File: config.mk
export PLATFORM = sky130hd
export DESIGN_NAME = seg7_scan_driver
export DESIGN_NICKNAME = d
export VERILOG_FILES = /design/src/rtl/seg7_pkg.sv /design/src/rtl/seg7_scan_driver_bcd_to_seg7.sv /design/src/rtl/seg7_scan_driver.sv
export SDC_FILE = /design/constraint.sdc
export NUM_CORES = 1
export LEC_CHECK = 0
export BUFFER_PORTS_ARGS = -buffer_cell sky130_fd_sc_hd__buf_2
export CELL_PAD_IN_SITES_DETAIL_PLACEMENT = 2
export CELL_PAD_IN_SITES_GLOBAL_PLACEMENT = 2
export CORE_MARGIN = 8
export CORE_UTILIZATION = 33
export CTS_CLUSTER_DIAMETER = 200
export DETAILED_ROUTE_END_ITERATION = 8
export GPL_TIMING_DRIVEN = 0
export PLACE_DENSITY_LB_ADDON = 0.08
export SLEW_MARGIN = 20
export SYNTH_ARGS = -nofsm -noshare
export SYNTH_HDL_FRONTEND = slang
export SYNTH_SLANG_ARGS = --single-unit
export TNS_END_PERCENT = 30
File: constraint.sdc
create_clock -name clk -period 2.85 [get_ports clk]
set_input_delay 0.1425 -clock clk [delete_from_list [all_inputs] [get_ports clk]]
set_output_delay 0.1425 -clock clk [all_outputs]
set_load 0.05 [all_outputs]
File: src/rtl/seg7_pkg.sv
`default_nettype none
// ============================================================================
//  Module      : seg7_pkg
//  Description : Shared constants and types for the multiplexed 7-segment
//                display path: segment bit order, blank/dash codes, the
//                BCD-to-segment table, scan state encoding and the snapshot
//                record that freezes one frame's worth of display data.
//  Revision    : 1.0 - initial release
// ============================================================================
package seg7_pkg;

  // Segment bit positions within the 7-bit segment bus (a is the MSB).
  localparam int SEG_W     = 7;
  localparam int SEG_A_BIT = 6;
  localparam int SEG_B_BIT = 5;
  localparam int SEG_C_BIT = 4;
  localparam int SEG_D_BIT = 3;
  localparam int SEG_E_BIT = 2;
  localparam int SEG_F_BIT = 1;
  localparam int SEG_G_BIT = 0;

  localparam int NUM_DIGITS = 6;

  // All segments dark, and a lone middle bar used to flag a non-BCD code.
  localparam logic [SEG_W-1:0] SEG_BLANK = 7'b000_0000;
  localparam logic [SEG_W-1:0] SEG_DASH  = 7'(1) << SEG_G_BIT;

  // Active-high patterns, bit order a b c d e f g.
  localparam logic [SEG_W-1:0] SEG_0 = 7'b111_1110;
  localparam logic [SEG_W-1:0] SEG_1 = 7'b011_0000;
  localparam logic [SEG_W-1:0] SEG_2 = 7'b110_1101;
  localparam logic [SEG_W-1:0] SEG_3 = 7'b111_1001;
  localparam logic [SEG_W-1:0] SEG_4 = 7'b011_0011;
  localparam logic [SEG_W-1:0] SEG_5 = 7'b101_1011;
  localparam logic [SEG_W-1:0] SEG_6 = 7'b101_1111;
  localparam logic [SEG_W-1:0] SEG_7 = 7'b111_0000;
  localparam logic [SEG_W-1:0] SEG_8 = 7'b111_1111;
  localparam logic [SEG_W-1:0] SEG_9 = 7'b111_1011;

  // Full 16-entry table; codes 10..15 show a dash so a bad digit is visible.
  localparam logic [SEG_W-1:0] BCD_SEG_LUT [16] = '{
    SEG_0, SEG_1, SEG_2, SEG_3, SEG_4, SEG_5, SEG_6, SEG_7,
    SEG_8, SEG_9, SEG_DASH, SEG_DASH, SEG_DASH, SEG_DASH, SEG_DASH, SEG_DASH
  };

  // Scan phases: GAP keeps every digit dark, SHOW lights one digit.
  typedef enum logic [0:0] {
    GAP  = 1'b0,
    SHOW = 1'b1
  } scan_state_e;

  // Per-frame snapshot of everything that affects what is displayed.
  typedef struct packed {
    logic                        lz_blank;
    logic                        colon;
    logic [NUM_DIGITS-1:0][3:0]  digit;
  } shadow_t;

  // One-hot digit enable; indices beyond the last digit give all zeros.
  function automatic logic [NUM_DIGITS-1:0] digit_onehot(input logic [2:0] idx);
    return NUM_DIGITS'(1) << idx;
  endfunction

endpackage
`default_nettype wire

File: src/rtl/seg7_scan_driver_bcd_to_seg7.sv
`default_nettype none
// ============================================================================
//  Module      : bcd_to_seg7
//  Description : Combinational BCD to 7-segment decoder (active-high, bit6=a
//                .. bit0=g). Non-BCD codes decode to a dash.
//  Revision    : 1.0 - initial release
// ============================================================================
module bcd_to_seg7
  import seg7_pkg::*;
(
  input  logic [3:0]       bcd,
  output logic [SEG_W-1:0] seg
);

  // Straight table lookup; every 4-bit code has a defined pattern.
  always_comb begin
    seg = BCD_SEG_LUT[bcd];
  end

endmodule
`default_nettype wire

File: src/rtl/seg7_scan_driver.sv
`default_nettype none
// ============================================================================
//  Module      : seg7_scan_driver
//  Description : Time-multiplexed driver for a six-digit 7-segment display.
//                Each digit gets a dark GAP phase followed by a lit SHOW
//                phase. All inputs are snapshotted once per frame so a frame
//                never mixes two different times. Outputs are registered and
//                computed from next-state values, so they line up exactly
//                with the state register.
//  Revision    : 1.0 - initial release
// ============================================================================
module seg7_scan_driver
  import seg7_pkg::*;
#(
  parameter int SCAN_DIV       = 1000,
  parameter int BLANK_GAP      = 2,
  parameter int SEG_ACTIVE_LOW = 0
) (
  input  logic       clk,
  input  logic       clr,
  input  logic [3:0] d0,
  input  logic [3:0] d1,
  input  logic [3:0] d2,
  input  logic [3:0] d3,
  input  logic [3:0] d4,
  input  logic [3:0] d5,
  input  logic       colon,
  input  logic       lz_blank,
  output logic [6:0] seg,
  output logic       dp,
  output logic [5:0] dig_en,
  output logic       frame_tick
);

  // Counter wide enough for the longer of the two phases, at least one bit.
  localparam int MAX_DIV = (SCAN_DIV > BLANK_GAP) ? SCAN_DIV : BLANK_GAP;
  localparam int CNT_W   = (MAX_DIV > 1) ? $clog2(MAX_DIV) : 1;

  localparam logic [CNT_W-1:0] SHOW_LAST = CNT_W'(SCAN_DIV - 1);
  localparam logic [CNT_W-1:0] GAP_LAST  = CNT_W'(BLANK_GAP - 1);
  localparam logic [CNT_W-1:0] CNT_ZERO  = '0;
  localparam logic [2:0]       IDX_LAST  = 3'(NUM_DIGITS - 1);

  // Polarity masks; XOR with these converts active-high to pin levels.
  localparam logic                  POL          = (SEG_ACTIVE_LOW != 0);
  localparam logic [SEG_W-1:0]      SEG_POL      = {SEG_W{POL}};
  localparam logic [NUM_DIGITS-1:0] DIG_POL      = {NUM_DIGITS{POL}};

  scan_state_e           state_q, state_d;
  logic [2:0]            idx_q, idx_d;
  logic [CNT_W-1:0]      cnt_q, cnt_d;
  shadow_t               shadow_q, shadow_d;
  logic                  snap;

  logic [3:0]            digit_sel;
  logic [SEG_W-1:0]      seg_dec;

  logic [SEG_W-1:0]      seg_q, seg_d;
  logic                  dp_q, dp_d;
  logic [NUM_DIGITS-1:0] dig_en_q, dig_en_d;
  logic                  frame_tick_q, frame_tick_d;

  // Scan state register: phase, digit index and phase counter.
  always_ff @(posedge clk or posedge clr) begin
    if (clr) begin
      state_q <= GAP;
      idx_q   <= 3'd0;
      cnt_q   <= CNT_ZERO;
    end else begin
      state_q <= state_d;
      idx_q   <= idx_d;
      cnt_q   <= cnt_d;
    end
  end

  // Next-state logic: GAP then SHOW for each digit, wrapping after digit 5.
  always_comb begin
    state_d = state_q;
    idx_d   = idx_q;
    cnt_d   = cnt_q + CNT_W'(1);
    if (idx_q > IDX_LAST) begin
      // Unreachable index: restart cleanly at the first digit's gap.
      state_d = GAP;
      idx_d   = 3'd0;
      cnt_d   = CNT_ZERO;
    end else begin
      case (state_q)
        GAP: begin
          if (cnt_q == GAP_LAST) begin
            state_d = SHOW;
            cnt_d   = CNT_ZERO;
          end
        end
        SHOW: begin
          if (cnt_q == SHOW_LAST) begin
            state_d = GAP;
            cnt_d   = CNT_ZERO;
            idx_d   = (idx_q == IDX_LAST) ? 3'd0 : idx_q + 3'd1;
          end
        end
        default: begin
          state_d = GAP;
          idx_d   = 3'd0;
          cnt_d   = CNT_ZERO;
        end
      endcase
    end
  end

  // Frame snapshot: load all display inputs only at the very start of a frame.
  always_comb begin
    snap     = (state_q == GAP) && (idx_q == 3'd0) && (cnt_q == CNT_ZERO);
    shadow_d = shadow_q;
    if (snap) begin
      shadow_d.digit    = {d5, d4, d3, d2, d1, d0};
      shadow_d.colon    = colon;
      shadow_d.lz_blank = lz_blank;
    end
  end

  // Snapshot register.
  always_ff @(posedge clk or posedge clr) begin
    if (clr) begin
      shadow_q <= '0;
    end else begin
      shadow_q <= shadow_d;
    end
  end

  // Select the digit that will be lit in the coming cycle.
  always_comb begin
    case (idx_d)
      3'd0:    digit_sel = shadow_d.digit[0];
      3'd1:    digit_sel = shadow_d.digit[1];
      3'd2:    digit_sel = shadow_d.digit[2];
      3'd3:    digit_sel = shadow_d.digit[3];
      3'd4:    digit_sel = shadow_d.digit[4];
      3'd5:    digit_sel = shadow_d.digit[5];
      default: digit_sel = 4'd0;
    endcase
  end

  bcd_to_seg7 u_bcd_to_seg7 (
    .bcd (digit_sel),
    .seg (seg_dec)
  );

  // Output decode from next-state values, then polarity applied before the flop.
  always_comb begin
    seg_d        = SEG_BLANK;
    dp_d         = 1'b0;
    dig_en_d     = '0;
    frame_tick_d = 1'b0;
    if (state_d == SHOW) begin
      dig_en_d = digit_onehot(idx_d);
      seg_d    = seg_dec;
      // Leading-zero suppression keeps the enable so brightness stays even.
      if ((idx_d == IDX_LAST) && shadow_d.lz_blank && (shadow_d.digit[5] == 4'd0)) begin
        seg_d = SEG_BLANK;
      end
      // Colon dots sit on the minutes-units and hours-units digits.
      dp_d         = shadow_d.colon && ((idx_d == 3'd2) || (idx_d == 3'd4));
      frame_tick_d = (idx_d == IDX_LAST) && (cnt_d == SHOW_LAST);
    end
    seg_d    = seg_d ^ SEG_POL;
    dp_d     = dp_d ^ POL;
    dig_en_d = dig_en_d ^ DIG_POL;
  end

  // Output register; reset drives the inactive pin levels.
  always_ff @(posedge clk or posedge clr) begin
    if (clr) begin
      seg_q        <= SEG_POL;
      dp_q         <= POL;
      dig_en_q     <= DIG_POL;
      frame_tick_q <= 1'b0;
    end else begin
      seg_q        <= seg_d;
      dp_q         <= dp_d;
      dig_en_q     <= dig_en_d;
      frame_tick_q <= frame_tick_d;
    end
  end

  assign seg        = seg_q;
  assign dp         = dp_q;
  assign dig_en     = dig_en_q;
  assign frame_tick = frame_tick_q;

endmodule
`default_nettype wire

* After elaboration in Yosys (flattened, before gate mapping)
Memory sizes are Yosys's and may differ from the RTL's.
Cells that the tools add are included.
** Word-level totals
- Register bits after elaboration :: 55
- Latch bits :: 0
- RAM bits :: 0
- Memory bits (read-only) :: 112
- Bits of input ports :: 28
- Output and inout port bits :: 15
- Word-level logic and storage cells :: 64
- Memories kept :: 1
** Cells by class
- Add/subtract/negate cells :: 2
- Multipliers :: 0
- Div/mod/pow operators :: 0
- Magnitude comparators :: 2
- Eq/ne operators :: 9
- Shifts and indexed selects :: 1
- Multiplexer cells :: 21
- Bitwise operators :: 2
- Reduce and logical (&&, ||, !) cells :: 11
** Memories
- (no name shown) :: depth 16, width 7, rd ports 1, clocked after Yosys merged registers in 0, write ports 0, line seg7_scan_driver_bcd_to_seg7.sv:17 : seg = BCD_SEG_LUT[bcd];
** Operator list (count)
- 10-bit 2-to-1 mux :: 3
- 7-bit 2-to-1 mux :: 4
- 26-bit 2-to-1 mux :: 1
- 4-bit one-hot mux with 6 select lines :: 1
- 10-bit equality test (second input constant) :: 2
- 10-bit one-hot mux with 2 select lines :: 1
- 3-bit 2-to-1 mux :: 4
- 10-bit by 1-bit adder with 10-bit output (second input constant) :: 1
- 10-bit by 1-bit equality test with 1-bit output (second input constant) :: 1
- 10-bit logical NOT :: 1
- 3-bit equality test (second input constant) :: 3
- 3-bit by 2-bit equality test with 1-bit output (second input constant) :: 2
- 1-bit logical AND :: 6
- 3-bit logical NOT :: 2
- 6-bit 2-to-1 mux :: 1
- 1-bit by 3-bit left shift with 6-bit output (first input constant) :: 1
- 5-bit greater-or-equal comparator (second input constant) :: 1
- 1-bit 2-to-1 mux :: 5
- 4-bit inverter with 5-bit output :: 1
- 4-bit logical NOT :: 1
- 3-bit by 1-bit adder with 3-bit output (second input constant) :: 1
- 3-bit by 1-bit equality test with 1-bit output (second input constant) :: 1
- 3-bit greater-than comparator (second input constant) :: 1
- 1-bit one-hot mux with 2 select lines :: 1
- 2 further kinds :: 2

* Longest topological paths before layout
- Depth in word-level cells :: 13
- Depth in mapped cells :: 14
- Gate-level depth less buffers :: 12

* Cells and area by module
A second synthesis with hierarchy kept.
** Second synthesis, totals
- Cells, all modules :: 250
- Area, all modules :: 2781.4 um2
** By module, submodules not included
- seg7_scan_driver :: times used 1, cells an instance 221, area an instance 2553.7 um2
- bcd_to_seg7 :: times used 1, cells an instance 29, area an instance 227.7 um2

* Least setup slack after synthesis
Ideal clock, no wire load.
- Path type :: register to register
- Start :: register cnt_q[6]
- End :: register seg_q[3] (netlist: seg[3])
- Library setup time :: 0.065 ns
- Arrival :: 2.844 ns
- Data required time :: 2.785 ns
- Setup slack :: -0.059 ns
- Cell stages (with the launch flop) :: 15
- Clock period less this slack :: 2.909 ns
- Path through :: dfrtp_1 > buf_6 > nor4_4 > nand4_2 > buf_6 > buf_6 > buf_6 > mux2_2 > o211ai_1 > and4b_1 > inv_1 > ha_1 > nand2b_1 > a211oi_2 > a31o_1
** RTL lines
- start, declared :: line seg7_scan_driver.sv:51 : logic [CNT_W-1:0] cnt_q, cnt_d;
- start signal, assigned :: line seg7_scan_driver.sv:72 : cnt_q <= cnt_d;
- end signal, assigned :: line seg7_scan_driver.sv:178 : seg_q <= seg_d;
- end, declared :: line seg7_scan_driver.sv:58 : logic [SEG_W-1:0] seg_q, seg_d;

==> reports/qor.tcl <==
set qor(clk_path_buf_depth) 2
set qor(cts.sink_count) 55
set qor(hold_path.class) {input pin to register}
set qor(maxSlewHeadroom_pct) 41.7
set qor(worst_ir_drop_vdd_v) 0.000168
set qor(floorplan.die.height_um) 111
set qor(gr-total-overflow) 0
set qor(critical-path-top-delay-family) {simple AND/OR/NAND/NOR gates}
set qor(required_ps) 3120
set qor(post_dr_vias_cell) 5.22
set qor(antenna_found_initial) 0
set qor(syn_to_final_growth_pct) 35.1
set qor(timing.final.max_slew_violations) 0
set qor(route.vias.total) 2464
set qor(starting_drc_count_in_detailed_routing) 51
set qor(die_w_um) 111
set qor(r2r_cells) 13
set qor(inserted_clock_buffers) 5
set qor(placed_cells) 430
set qor(clk_lat_worst_skew_ps) 330
set qor(end_kind) {register}
set qor(failing_checks) {setup timing}
set qor(p_clk_share_pct) 32.2
set qor(worst-path-stages) 13
set qor(postRouteAntennaNets) 0
set qor(core_area_mm2) 0.00902
set qor(worstReg2RegEnd) {seg[3]}
set qor(grt_max_degree) 39
set qor(start_util_pct) 33.3
set qor(postSynth.asyncResetShare_pct) 100
set qor(post_synth_main_area_contributors) {dfrtp_1 (46%), mux2_2 (4.9%), mux2i_1 (4.0%)}
set qor(dpl-instance-area_mm2) 0.00338
set qor(timing.final.crit_share_pct) 101
set qor(max_slew.worst_pin.slew_ps) 868
set qor(rsz0062_at_grt) {true}
set qor(layout.cells.most_common) {dfrtp_1}
set qor(synth_largest_type_area_fraction_pct) 45.8
set qor(grt_pass1_vias) 2771
set qor(post-synth-top-area-cell) {dfrtp_1}
set qor(power.share.combinational_pct) 12.4
set qor(utilization_pct) 45.0
set qor(drt_pass1_iterations) 4
set qor(status) {finished, violations left}
set qor(yosys_most_used_dff) {dfrtp_1}
set qor(synthesis_stage_register_bit_count) 55
set qor(critical_path.slowest_cell) {dfrtp_2}
set qor(min_delay_worst_endpoint) {shadow_q[13]}
set qor(layout.nets) 397
set qor(max_clock_freq_mhz) 348
set qor(wire_per_inst_um) 19.8
set qor(switching_share_pct) 27.9
set qor(timing.clock.skew_ps) 9.35
set qor(numPortBuffers) 42
set qor(hold_ws_ps) 33.6
set qor(critPathMaxFanout) 5
set qor(final.min_clock_period_ps) 2870
set qor(netlist_area_mm2) 0.00300
set qor(power.sequential.fraction_pct) 55.4
set qor(totalWireLength_um) 9340
set qor(clock_tree_from_tritoncts) {yes}
set qor(crit_path_start_kind) {register}
set qor(seq_area_frac_synth_pct) 45.8
set qor(worstPathBufferInverterCount) 3
set qor(internal_power_mw) 1.06
set qor(worstReg2RegStart) {cnt_q[4]}
set qor(fp.dieArea_mm2) 0.0124
set qor(worstPathArrival_ps) 3140
set qor(final_setup_violation_count) 5
set qor(htreeDepth) 2
set qor(synth_warnings) 0
set qor(power_switching_mw) 0.411
set qor(pre_cts_ws_ps) -861
set qor(critical_path_class) {register to register}
set qor(antenna-diode-count) 0
set qor(max_stage_delay_ps) 470
set qor(static-leakage-power_nw) 1.85
set qor(synth_nets) 313
set qor(maxCapViolations) 0
set qor(detailed_place_hpwl_um) 6570
set qor(syn_area_per_cell_um2) 10.9
set qor(timing.hold.worst.start) {d3[1]}
set qor(drc) 0
set qor(top_level_ports) 43
set qor(post_route_cells_drive_above_1_share_pct) 47.6
set qor(clockRootBuffer) {clkbuf_8}
set qor(hold_viol) 0
set qor(p_per_area_mw_per_mm2) 363
set qor(grt_util_all_layers_pct) 15.3
set qor(synthDistinctLibCells) 60
set qor(instances_no_fill) 472
set qor(grt_pass1_wl_um) 15300
set qor(gpl.final_weighted_congestion) 0.731
set qor(synthCells) 276
set qor(layout_setup_ws_ps) -23.1
set qor(design_area_final_mm2) 0.00406
set qor(timing.critical_path.cells) {nor4_4 -> nand4_4 -> buf_8 -> buf_12 -> mux2_4 -> mux2i_1 -> nand2b_1 -> and4b_2 -> inv_2 -> ha_4 -> nand2b_4 -> a211oi_4 -> a31o_1}
set qor(mostFrequentLayoutCells) {dfrtp_1 (46), buf_2 (43), nor2_1 (31)}
set qor(synth-edff-count) 0
set qor(worst-r2r-setup-slack_ps) -20
set qor(critical_path.startpoint) {cnt_q[4]}
set qor(floorplan.rows) 35
set qor(whs_path_depth) 2
set qor(clkSlewWorstSetupHoldPaths_ps) 110
[what timing repair did]
action / CTS / global route
endpoints found under the hold margin: 17 / 0
gates resized for setup: 48 / 21
setup buffers: 26 / 7
setup endpoints to repair: 10 / 7
pin swaps: 14 / 11
hold buffers: 1 / 0
[sequential cells by signal, indices dropped and copies added (netlist names)]
register	flops
state_q	1
shadow_q	26
idx_q	3
dig_en	6
dp	1
seg	7
cnt_q	10
frame_tick	1
[layout make-up]
class	instances	area, um2
Clock inverter	3	22.5
Timing Repair Buffer	77	507
Clock buffer	5	68.8
Fill cell	967	4960
Inverter	22	85.1
Sequential cell	55	1390
Multi-Input combinational cell	191	1750
Tap cell	111	139
Buffer	8	93.8
[layer usage]
layer	GRT usage (%)	up-vias	part of all wire, %
met5	0	-	0
met4	4.53	0	1.0
met3	3.23	7	2.9
met2	24.5	32	48
met1	20.4	1271	48
li1	-	1154	-
[cells by family (layout without fill, tap and decap cells)]
family,Yosys count,count (layout),synth area share [%]
simple gates,92,92,17.0
xor+xnor,9,9,2.63
flops,55,55,45.8
mux,30,30,11.3
buf+inv,30,115,5.12
fa+ha+maj,9,9,3.75
compound gates,51,51,14.3
[Yosys cell counts (3+ instances only)]
cell type	number
a21oi_1	9
a31oi_1	3
buf_6	4
dfrtp_1	55
ha_1	9
inv_1	22
mux2_2	13
mux2_4	4
mux2i_1	12
nand2_1	10
nand2b_1	4
nand3_1	12
nand4_1	6
nor2_1	31
nor3_1	4
nor3b_1	3
nor4_1	3
o211ai_1	3
o21ai_0	6
o21ai_1	3
o22ai_1	4
xnor2_1	6
xor2_1	3
[stage by stage]
stage                     setup TNS, ps  power, mW
after floorplan                       0      0.928
after global placement            -5560      0.977
after detailed placement          -6020      0.985
after CTS                          -111       1.48
after global routing               -901       1.54
final                             -49.5       1.47
[power by group through the flow]
stage                     combinational, mW  clock, mW  sequential (mW)
after floorplan                      0.0692          0            0.859
after detailed placement              0.154          0            0.831
final                                 0.183      0.474            0.817
after global routing                  0.199      0.523            0.820
after global placement                0.147          0            0.830
after CTS                             0.174      0.491            0.816
[worst max path at each step]
stage,endpoint
floorplan,seg[3]
global placement,seg[0]
detailed placement,seg[3]
CTS,seg[3]
global route,seg[3]
finish,seg[3]
Note: power is estimated with default switching activity, not from simulation.
